--- src/rtl/zbb_seqcnt_pkg.sv ---
// Shared types for the multi-cycle Zbb bit-count engine.
package zbb_seqcnt_pkg;

    typedef enum logic [1:0] {
        CLZ  = 2'b00,
        CTZ  = 2'b01,
        CPOP = 2'b10
    } cntop_t;

    typedef enum logic [1:0] {
        IDLE = 2'b00,
        BUSY = 2'b01,
        DONE = 2'b10
    } seqcnt_state_t;

    // The reserved encoding 2'b11 behaves as cpop.
    function automatic cntop_t decode_op(input logic [1:0] op);
        case (op)
            2'b00:   return CLZ;
            2'b01:   return CTZ;
            default: return CPOP;
        endcase
    endfunction

endpackage

--- src/rtl/zbb_seqcnt_cnt_chunk.sv ---
// Combinational per-chunk counter: popcount, trailing zeros (K when empty), nonzero flag.
module cnt_chunk #(
    parameter  int K  = 4,
    localparam int CW = $clog2(K) + 1
) (
    input  logic [K-1:0]  c,
    output logic [CW-1:0] pop,
    output logic [CW-1:0] tz,
    output logic          nz
);

    // Descending scan so the lowest set bit wins the tz assignment.
    always_comb begin
        pop = '0;
        tz  = CW'(K);
        for (int i = K - 1; i >= 0; i--) begin
            pop = pop + CW'(c[i]);
            if (c[i]) tz = CW'(i);
        end
    end

    assign nz = |c;

endmodule

--- src/rtl/zbb_seqcnt.sv ---
// Multi-cycle clz/ctz/cpop engine scanning K bits per cycle behind valid/ready handshakes.
// Build option: define ZBB_SEQCNT_EARLY_EXIT_EN to end clz/ctz at the first nonzero chunk.
module zbb_seqcnt
    import zbb_seqcnt_pkg::*;
#(
    parameter int WIDTH = 32,
    parameter int K     = 4
) (
    input  logic             clk,
    input  logic             reset_n,
    input  logic             ReqValid,
    output logic             ReqReady,
    input  logic [1:0]       Op,
    input  logic             W64,
    input  logic [WIDTH-1:0] A,
    input  logic             Flush,
    output logic             RspValid,
    input  logic             RspReady,
    output logic [WIDTH-1:0] CntResult
);

    localparam int AW     = $clog2(WIDTH) + 1;
    localparam int CW     = $clog2(K) + 1;
    localparam int IW     = $clog2(WIDTH / K);
    localparam int C_FULL = WIDTH / K;
    localparam int C_32   = 32 / K;

    seqcnt_state_t state, state_nxt;

    cntop_t          op_q;
    logic            ew32_q;
    logic [WIDTH-1:0] s_q;
    logic [AW-1:0]   acc_q;
    logic [AW-1:0]   res_q;
    logic            found_q;
    logic [IW-1:0]   idx_q;

    logic [CW-1:0]   c_pop, c_tz;
    logic            c_nz;

    cnt_chunk #(.K(K)) u_chunk (
        .c   (s_q[K-1:0]),
        .pop (c_pop),
        .tz  (c_tz),
        .nz  (c_nz)
    );

    // Operand load: clz is computed as ctz of the bit-reversed effective word.
    logic             ew32_in;
    cntop_t           op_in;
    logic [WIDTH-1:0] a_lo, a_rev_lo, a_rev_full, s_load;

    assign ew32_in = (WIDTH == 32) || W64;
    assign op_in   = decode_op(Op);

    always_comb begin
        a_lo       = '0;
        a_rev_lo   = '0;
        a_rev_full = '0;
        a_lo[31:0] = A[31:0];
        for (int i = 0; i < 32; i++)    a_rev_lo[i]   = A[31-i];
        for (int i = 0; i < WIDTH; i++) a_rev_full[i] = A[WIDTH-1-i];
        if (ew32_in) s_load = (op_in == CLZ) ? a_rev_lo : a_lo;
        else         s_load = (op_in == CLZ) ? a_rev_full : A;
    end

    logic [AW-1:0] acc_nxt;
    logic          found_nxt;
    logic [IW-1:0] last_idx;
    logic          early, finish;

    always_comb begin
        acc_nxt   = acc_q;
        found_nxt = found_q;
        if (op_q == CPOP) begin
            acc_nxt = acc_q + AW'(c_pop);
        end else if (!found_q) begin
            acc_nxt   = acc_q + AW'(c_tz);
            found_nxt = c_nz;
        end
    end

    assign last_idx = ew32_q ? IW'(C_32 - 1) : IW'(C_FULL - 1);

`ifdef ZBB_SEQCNT_EARLY_EXIT_EN
    assign early = (op_q != CPOP) && !found_q && c_nz;
`else
    assign early = 1'b0;
`endif

    assign finish = (idx_q == last_idx) || early;

    // Flush also gates ReqReady so a same-cycle request never sees a completed handshake.
    always_comb begin
        state_nxt = state;
        ReqReady  = 1'b0;
        RspValid  = 1'b0;
        case (state)
            IDLE: begin
                ReqReady = !Flush;
                if (ReqValid && !Flush) state_nxt = BUSY;
            end
            BUSY: begin
                if (finish) state_nxt = DONE;
            end
            DONE: begin
                RspValid = 1'b1;
                if (RspReady) state_nxt = IDLE;
            end
            default: state_nxt = IDLE;
        endcase
        if (Flush) state_nxt = IDLE;
    end

    always_ff @(posedge clk or negedge reset_n) begin
        if (!reset_n) state <= IDLE;
        else          state <= state_nxt;
    end

    always_ff @(posedge clk or negedge reset_n) begin
        if (!reset_n) begin
            op_q    <= CLZ;
            ew32_q  <= 1'b0;
            s_q     <= '0;
            acc_q   <= '0;
            res_q   <= '0;
            found_q <= 1'b0;
            idx_q   <= '0;
        end else if (Flush) begin
            acc_q   <= '0;
            found_q <= 1'b0;
            idx_q   <= '0;
        end else if (state == IDLE && ReqValid) begin
            op_q    <= op_in;
            ew32_q  <= ew32_in;
            s_q     <= s_load;
            acc_q   <= '0;
            found_q <= 1'b0;
            idx_q   <= '0;
        end else if (state == BUSY) begin
            acc_q   <= acc_nxt;
            found_q <= found_nxt;
            s_q     <= s_q >> K;
            idx_q   <= idx_q + IW'(1);
            if (finish) res_q <= acc_nxt;
        end
    end

    assign CntResult = WIDTH'(res_q);

endmodule

--- config.mk ---
export PLATFORM = sky130hd
export DESIGN_NAME = zbb_seqcnt
export DESIGN_NICKNAME = d
export VERILOG_FILES = /design/src/rtl/zbb_seqcnt_pkg.sv /design/src/rtl/zbb_seqcnt_cnt_chunk.sv /design/src/rtl/zbb_seqcnt.sv
export SDC_FILE = /design/constraint.sdc
export NUM_CORES = 1
export LEC_CHECK = 0
export ABC_AREA = 1
export CAP_MARGIN = 20
export CORE_MARGIN = 2
export CORE_UTILIZATION = 39
export DETAILED_ROUTE_END_ITERATION = 12
export HOLD_SLACK_MARGIN = 0.1
export PLACE_DENSITY_LB_ADDON = 0.25
export SYNTH_ARGS = -nofsm -noshare
export SYNTH_HDL_FRONTEND = slang
export SYNTH_SLANG_ARGS = --single-unit
--- constraint.sdc ---
create_clock -name clk -period 2.9 [get_ports clk]
set_clock_uncertainty 0.1 [all_clocks]
set_input_delay 0.58 -clock clk [delete_from_list [all_inputs] [get_ports clk]]
set_output_delay 0.58 -clock clk [all_outputs]
set_load 0.02 [all_outputs]
# --- Yosys cells after proc, flatten, opt, wreduce, memory -nomap -nowiden ---
# Cells that the tools add are included.
classes:
  multipliers: 0
  addsub: 6
  shifts: 0
  n_div: 0
  reduce_logical: 14
  order_cmp: 0
  eq_ne: 9
  n_mux: 28
  bitwise_logic: 2
ops:
  columns: ["cell", "n"]
  rows:
  - ["32-bit two-way mux", 3]
  - ["6-bit two-way mux", 5]
  - ["3-bit two-way mux", 7]
  - ["6-bit by 3-bit adder with 6-bit output", 2]
  - ["3-bit != test, second input constant", 3]
  - ["2-bit two-way mux", 4]
  - ["1-bit two-way mux", 7]
  - ["3-bit by 1-bit adder with 3-bit output", 2]
  - ["2-bit zero test", 3]
  - ["2-bit case mux with 3 select lines", 1]
  - ["2-bit AND reduction", 3]
  - ["2-bit by 1-bit equality test with 1-bit output, second input constant", 2]
  - ["2-bit equality test, second input constant", 2]
  - ["2-bit case mux with 2 select lines", 1]
  - ["4-bit AND reduction", 1]
  - ["4-bit OR reduction", 1]
  - ["3-bit by 1-bit adder with 3-bit output, second input constant", 1]
  - ["3-bit equality test, second input constant", 1]
  - ["3-bit by 2-bit != test with 1-bit output, second input constant", 1]
  - ["3-bit AND reduction", 1]
  - ["3-bit nonzero test", 1]
  - ["1-bit by 1-bit adder with 2-bit output", 1]
  - ["1-bit logical AND", 2]
  - ["1-bit NOT", 2]
  - ["2 further kinds", 2]
word_totals:
  register_bits: 52
  n_memories: 0
  in_bits: 40
  ram_bits: 0
  latchBits: 0
  out_inout_bits: 34
  mem_bits_ro: 0
  wordCells: 66

# --- Logic depth before layout (Yosys ltp) ---
# Gate-level depths: netlist of run 1.
depth:
  ltp_word: 10
  depth_mapped: 16
  mapped_depth_nobuf: 16

# --- Modules after synthesis ---
# A second synthesis of run 1 with hierarchy kept.
hier_totals:
  hier_cells: 445
  area_unflattened_um2: 3399.5
by_module_without_submodules:
  columns: ["module", "n_inst", "cells_per_inst", "area_per_inst_um2", "seq_area_each_um2"]
  rows:
  - ["zbb_seqcnt", 1, 428, 3271.9, 1301.2]
  - ["cnt_chunk", 1, 17, 127.6, 0.0]

# --- Worst setup path after synthesis of run 1 ---
# OpenSTA, ideal clock, no wires.
synth_path:
  kind: "register to register"
  start: "reg s_q[2]"
  end: "reg acc_q[4]"
  path_buffers: 0
  path_slack_ps: 477
  stages_incl_launch_ff: 15
  setup_time_ps: 128
  arrival_time_ps: 2195
  path_cell_list: "dfrtp_1 > inv_1 > ha_1 > inv_1 > fa_1 > inv_1 > ha_1 > inv_1 > fa_1 > inv_1 > nand2_1 > nand2_1 > nand4_1 > nand3_1 > o21ai_0"
synth_between:
  elab_chain_len: 9
synth_rtl:
  columns: ["element", "line_no", "text"]
  rows:
  - ["start, declared", "zbb_seqcnt.sv:32", "logic [WIDTH-1:0] s_q;"]
  - ["start signal, assigned", "zbb_seqcnt.sv:136", "s_q <= s_load;"]
  - ["start signal, assigned", "zbb_seqcnt.sv:143", "s_q <= s_q >> K;"]
  - ["branches (longest 5 deep; another with 6-bit by 3-bit adder with 6-bit output)", null, null]
  - ["6-bit two-way mux (*)", "zbb_seqcnt.sv:75", "if (op_q == CPOP) begin"]
  - ["6-bit two-way mux (*)", "zbb_seqcnt.sv:140", "end else if (state == BUSY) begin"]
  - ["6-bit two-way mux (*)", "zbb_seqcnt.sv:133", "end else if (state == IDLE && ReqValid) begin"]
  - ["6-bit two-way mux (*)", "zbb_seqcnt.sv:129", "end else if (Flush) begin"]
  - ["end signal, assigned", "zbb_seqcnt.sv:141", "acc_q <= acc_nxt;"]
  - ["end, declared", "zbb_seqcnt.sv:33", "logic [AW-1:0] acc_q;"]
# Mark *: on every way between the ends. The select of a mux whose other input is x is not followed.
# A chain may end at the register's enable or synchronous reset.

# --- Worst setup path after layout of run 1 ---
# Ends and elaborated chain as after synthesis.

==> impl_metrics.py, run 1 <==
metrics = {
    "drt": {
        "drc_errors": 0,
        "vias": 2825,
        "postRouteAntennaNets": 0,
        "wirelength_um": 7157,
        "firstDrtPassIters": 4,
        "via_per_inst": 4.685,
        "wl_per_cell_um": 11.87,
        "dr.first_iter.drc_count": 150,
    },
    "synthesis": {
        "synth.distinct_cells": 35,
        "syn_inst": 455,
        "synth_edf_count": 0,
        "synth_top_flop_cell": "dfrtp_1",
        "syn_area_mm2": 0.003481,
        "yosysSeqAreaShare": 0.3738,
        "yosys_register_bits": 52,
        "ys_async_sr_fraction": 1.000,
        "yosys_warnings": 0,
        "avgSynthCellArea_um2": 7.650,
    },
    "clocking": {
        "postCtsSetupBuffers": 0,
        "clkSinkCount": 52,
        "cts_tree": "yes",
        "insertion_delay_ns": 0.30,
        "cts.path.max_buffers": 2,
        "path_clk_slew_ns": 0.10,
        "cts_max_level": 2,
        "cts_buffers": 5,
        "cts_root_buf": "clkbuf_8",
        "ctsResizeCount": 0,
        "cts_hold_buf": 0,
    },
    "critical_path": {
        "cp.required_ns": 2.99,
        "cpPeakStageDelay_ns": 0.40,
        "critPathMaxFanout": 4,
        "critPathKind": "register to register",
        "regToRegStartpoint": "s_q[2]$_DFFE_PN0P_",
        "worstSetupEndpointType": "register",
        "reg2reg_slack_ns": 0.29,
        "cpMostUsedCell": "inv_1",
        "setup.worst_path.start_class": "register",
        "cp_cell_sequence": "inv_1 > ha_1 > inv_1 > fa_1 > inv_1 > ha_1 > inv_1 > fa_1 > inv_1 > nand2_1 > nand2_1 > nand4_1 > nand3_1 > o21ai_0",
        "cpMaxStageDelayCell": "fa_1",
        "worstRegToRegCells": 14,
        "timing.rr.end": "acc_q[4]$_DFFE_PN0P_",
        "crit_arrival_ns": 2.70,
    },
    "floorplan": {
        "die_y_um": 98.48,
        "ios": 74,
        "initial_core_util": 0.4011,
        "core-area_mm2": 0.008678,
        "dieArea_mm2": 0.009697,
        "num_rows": 34,
        "dieWidth_um": 98.48,
    },
    "power": {
        "p_leak_nw": 2.047,
        "peakVddDrop_uv": 280.8,
        "powerDensity_mw_per_mm2": 565.9,
    },
    "grt": {
        "grt_max_degree": 49,
        "grt_pass1_wl_um": 12410,
        "grt_pass1_vias": 2676,
        "overflow": 0,
        "antenna_found_initial": 0,
        "grt_use_total": 0.1558,
    },
    "cells_and_area": {
        "final_common_cell": "inv_1",
        "syn_to_final_growth_pct": 15.10,
        "fin_nets": 550,
        "fill_cells": 901,
        "n_antenna_cell": 0,
        "layout-drive-gt1-share": 0.05455,
        "final_cell_mix": "96 x inv_1, 92 x nand2_1, 52 x dfrtp_1",
    },
    "run_status": {
        "status": "complete, no violations",
    },
    "sta": {
        "hold_slack_ns": 0.1891,
        "worstMarginPinSlew_ns": 0.6341,
        "finalCritPeriodShare": 0.8999,
        "fmax_ghz": 0.3832,
        "layout_setup_ws_ns": 0.2903,
        "relSlewSlack": 0.5773,
        "tns_ns": 0,
        "period_minus_slack_ns": 2.610,
        "finalSetupViolCount": 0,
        "rsz0062_at_grt": "no",
        "finalHoldViolations": 0,
        "slew_violations": 0,
    },
    "flow_run": {
        "maxCapViolations": 0,
    },
    "place": {
        "port-buffer-count": 46,
        "dp_hpwl_um": 5298,
        "preCtsSetupSlack_ns": 0.2761,
        "gp_congestion": 0.8322,
    },
    "hold_path": {
        "min_path_type": "primary input to async pin",
    },
}
==> report_power, final <==
group	switching (W)	internal [W]
sequential	0.0000670	0.000876
clock	0.000238	0.000257
combinational	0.000508	0.000322
==> worst max-delay path: cells and delay by family (launching register included) <==
| kind | cells | cell delay (ns) |
|---|---|---|
| buf+inv | 5 | 0.38 |
| flops | 1 | 0.39 |
| fa+ha+maj | 4 | 1.20 |
| simple gates | 4 | 0.35 |
| compound gates | 1 | 0.07 |
==> kinds of logic (layout without fill, tap and decap cells) <==
family                     Yosys count  count (layout)  synth area share
buffers and inverters              144             159            0.2002
and+or+nand+nor                    123             123            0.1528
AOI/OAI and AO/OA                  118             118            0.2056
DFF                                 52              52            0.3738
adders and majority gates           16              16           0.06398
other                                1              26          0.001077
xor gates and xnor gates             1               1          0.002517
==> area by class of cell <==
| cell class | instances | area, µm² | area share |
|---|---|---|---|
| multi-input combinational | 284 | 1579 | 0.3941 |
| sequential | 52 | 1301 | 0.3248 |
| timing repair buffer | 51 | 505.5 | 0.1262 |
| inverter | 100 | 377.9 | 0.09432 |
| tap | 108 | 135.1 | 0.03373 |
| clock buffer | 6 | 72.57 | 0.01811 |
| clock inverter | 2 | 35.03 | 0.008745 |
==> stage by stage <==
| stage | utilization | cell area, µm² | power [W] | instances |
|---|---|---|---|---|
| after global placement | 0.4493 | 3899 | 0.001764 | 595 |
| after floorplan | - | 3575 | 0.001599 | 480 |
| after global routing | 0.4616 | 4006 | 0.002484 | 603 |
| final | 0.4616 | 4006 | 0.002267 | 603 |
| after detailed placement | 0.4493 | 3899 | 0.001792 | 595 |
| after CTS | 0.4616 | 4006 | 0.002298 | 603 |
==> synth_stat cells (3+ instances only) <==
cell,number,area (µm²)
nand2_1,92,345.3
nand3_1,10,50.05
buf_2,11,55.05
dfrtp_1,52,1301
a21oi_1,10,50.05
o21ai_0,39,195.2
buf_4,27,202.7
o211ai_1,21,157.7
o22ai_1,8,50.05
o21ai_1,26,130.1
a22oi_1,3,22.52
ha_1,13,162.7
inv_2,3,11.26
o211ai_2,5,62.56
inv_1,96,360.4
nor2_1,11,41.29
fa_1,3,60.06
==> layer usage <==
metal | vias up | wire length, µm | global-route usage
li1 | 1469 | - | -
met2 | 46 | 3461 | 0.2575
met3 | 6 | 237 | 0.02411
met4 | 0 | 82 | 0.04110
met5 | - | 0 | 0
met1 | 1304 | 3375 | 0.2148
==> flip-flops by register name, summed over array words and instances, names as in the netlist <==
register	count
idx_q	3
acc_q	6
state	2
res_q	6
found_q	1
s_q	32
op_q	2
==> how the worst max path moves through the flow <==
stage          cells past startpoint               start                   end  slack [ns]
2_1_floorplan                     14  s_q[2]$_DFFE_PN0P_  acc_q[4]$_DFFE_PN0P_        0.48
3_3_place_gp                      14  s_q[2]$_DFFE_PN0P_  acc_q[4]$_DFFE_PN0P_        0.33
3_5_place_dp                      14  s_q[2]$_DFFE_PN0P_  acc_q[4]$_DFFE_PN0P_        0.28
4_1_cts                           14  s_q[2]$_DFFE_PN0P_  acc_q[4]$_DFFE_PN0P_        0.28
5_1_grt                           16  s_q[3]$_DFFE_PN0P_  res_q[5]$_DFFE_PN0P_         0.1
6_report                          14  s_q[2]$_DFFE_PN0P_  acc_q[4]$_DFFE_PN0P_        0.29
Power figures use the tool's default switching activity.
==> run 2, diff against run 1 <==
Settings changed: REMOVE_ABC_BUFFERS from default to 1.
==> run 2 against run 1 <==
Effect of this change: final cell count did not move; via count rose by 2.0%; worst hold slack got worse by 0.030 ns; global-route usage fell by 0.48 points; fmax fell by 0.94%; power fell by 2.2%; register-to-register slack got worse by 0.02 ns; sequential power barely moved; clock power fell by 10%; flip-flop and latch count did not move; setup slack got worse by 0.025 ns; critical path depth did not move; highest routed layer unchanged.
==> impl_metrics.py, run 2 (synthesized netlist as in run 1, its figures left out) <==
metrics = {
    "run_status": {
        "status": "complete, no violations",
    },
    "clocking": {
        "cts_buffers": 5,
        "cts_hold_buf": 0,
        "cts_max_level": 2,
        "ctsResizeCount": 0,
        "cts.path.max_buffers": 2,
        "path_clk_slew_ns": 0.10,
        "postCtsSetupBuffers": 0,
        "cts_root_buf": "clkbuf_8",
        "clkSinkCount": 52,
        "cts_tree": "yes",
        "insertion_delay_ns": 0.31,
    },
    "grt": {
        "overflow": 0,
        "grt_pass1_wl_um": 12030,
        "antenna_found_initial": 0,
        "grt_max_degree": 49,
        "grt_use_total": 0.1510,
        "grt_pass1_vias": 2649,
    },
    "sta": {
        "tns_ns": 0,
        "hold_slack_ns": 0.1586,
        "worstMarginPinSlew_ns": 0.5909,
        "fmax_ghz": 0.3796,
        "relSlewSlack": 0.6061,
        "finalHoldViolations": 0,
        "period_minus_slack_ns": 2.634,
        "finalCritPeriodShare": 0.9084,
        "rsz0062_at_grt": "no",
        "slew_violations": 0,
        "finalSetupViolCount": 0,
    },
    "floorplan": {
        "ios": 74,
        "num_rows": 34,
        "dieArea_mm2": 0.009697,
        "core-area_mm2": 0.008678,
        "die_y_um": 98.48,
        "initial_core_util": 0.4011,
        "dieWidth_um": 98.48,
    },
    "cells_and_area": {
        "syn_to_final_growth_pct": 15.06,
        "fin_nets": 550,
        "final_common_cell": "inv_1",
        "layout-drive-gt1-share": 0.05455,
        "reg.largest.list": "s_q x32, acc_q x6, res_q x6",
        "fin_util": 0.4615,
        "regMostFlops": "s_q",
        "n_antenna_cell": 0,
        "final_cell_mix": "96 x inv_1, 92 x nand2_1, 52 x dfrtp_1",
        "fill_cells": 891,
        "largest_reg_flops": 32,
    },
    "drt": {
        "dr.first_iter.drc_count": 91,
        "postRouteAntennaNets": 0,
        "wl_per_cell_um": 11.63,
        "drc_errors": 0,
        "wirelength_um": 7010,
        "vias": 2882,
        "firstDrtPassIters": 4,
        "via_per_inst": 4.779,
    },
    "flow_run": {
        "maxCapViolations": 0,
    },
    "critical_path": {
        "worstSetupEndpointType": "register",
        "setup.worst_path.start_class": "register",
        "crit_arrival_ns": 2.73,
        "worstRegToRegCells": 14,
        "critPathMaxFanout": 4,
        "critPathKind": "register to register",
        "cp.required_ns": 2.99,
    },
    "hold_path": {
        "min_path_type": "primary input to async pin",
    },
    "power": {
        "powerDensity_mw_per_mm2": 553.7,
        "peakVddDrop_uv": 208.6,
        "p_leak_nw": 2.042,
    },
    "place": {
        "gp_congestion": 0.8130,
        "dp_hpwl_um": 5109,
        "port-buffer-count": 46,
    },
}
[run 2: area by class of cell]
class / count / area, µm² / area share
multi-input cells: 284 / 1579 / 0.3943
flip-flops and latches: 52 / 1301 / 0.3249
repair buffers: 51 / 518.0 / 0.1293
inverters: 100 / 377.9 / 0.09435
well taps: 108 / 135.1 / 0.03374
clock buffers: 7 / 86.33 / 0.02156
clock inverters: 1 / 7.507 / 0.001874
[run 2: worst paths after layout]
check | start | slack (ns) | endpoint
min in group clk | res_q[3]$_DFFE_PN0P_ | 0.38 | res_q[3]$_DFFE_PN0P_
worst min-delay path | reset_n | 0.16 | res_q[4]$_DFFE_PN0P_
worst min register to register | res_q[3]$_DFFE_PN0P_ | 0.38 | res_q[3]$_DFFE_PN0P_
worst max register to register | s_q[2]$_DFFE_PN0P_ | 0.27 | acc_q[4]$_DFFE_PN0P_
max in group asynchronous | reset_n | 1.97 | s_q[10]$_DFFE_PN0P_
worst max-delay path | s_q[2]$_DFFE_PN0P_ | 0.27 | acc_q[4]$_DFFE_PN0P_
[run 2: metal layers]
layer,vias to the layer above,part of all wire,GRT usage
met2,60,0.50,0.2622
met3,7,0.039,0.02695
met1,1341,0.45,0.1944
li1,1474,-,-
met4,0,0.012,0.04110
met5,-,0,0
[run 2: stage by stage]
| step | area, µm² | total power (W) | worst slack (ns) | instances |
|---|---|---|---|---|
| 2_1_floorplan | 3256 | 0.001546 | 0.4767 | 436 |
| 3_5_place_dp | 3911 | 0.001792 | 0.2718 | 595 |
| 4_1_cts | 4005 | 0.002249 | 0.2743 | 603 |
| 3_3_place_gp | 3911 | 0.001757 | 0.3388 | 595 |
| 6_report | 4005 | 0.002218 | 0.2656 | 603 |
| 5_1_grt | 4005 | 0.002423 | 0.1193 | 603 |
[run 2: power by group]
| group | total (W) | switching (W) | internal, W |
|---|---|---|---|
| combinational | 0.000831 | 0.000505 | 0.000326 |
| clock | 0.000445 | 0.000250 | 0.000195 |
| sequential | 0.000941 | 0.0000656 | 0.000876 |
| total | 0.00222 | 0.000820 | 0.00140 |
[run 2: worst max-delay path: stages, from the launching register on]
cell and delay (ns):
dfrtp_1 0.40, inv_1 0.13, ha_1 0.25, inv_1 0.08
fa_1 0.40, inv_1 0.06, ha_1 0.16, inv_1 0.06
fa_1 0.40, inv_1 0.07, nand2_1 0.05, nand2_1 0.08
nand4_1 0.11, nand3_1 0.10, o21ai_0 0.07
==> run 3, diff against run 2 <==
Settings changed: GPL_ROUTABILITY_DRIVEN from default to 0.
==> results of run 3 <==
Same layout as run 2: the final DEF is identical, and so are final timing and power.
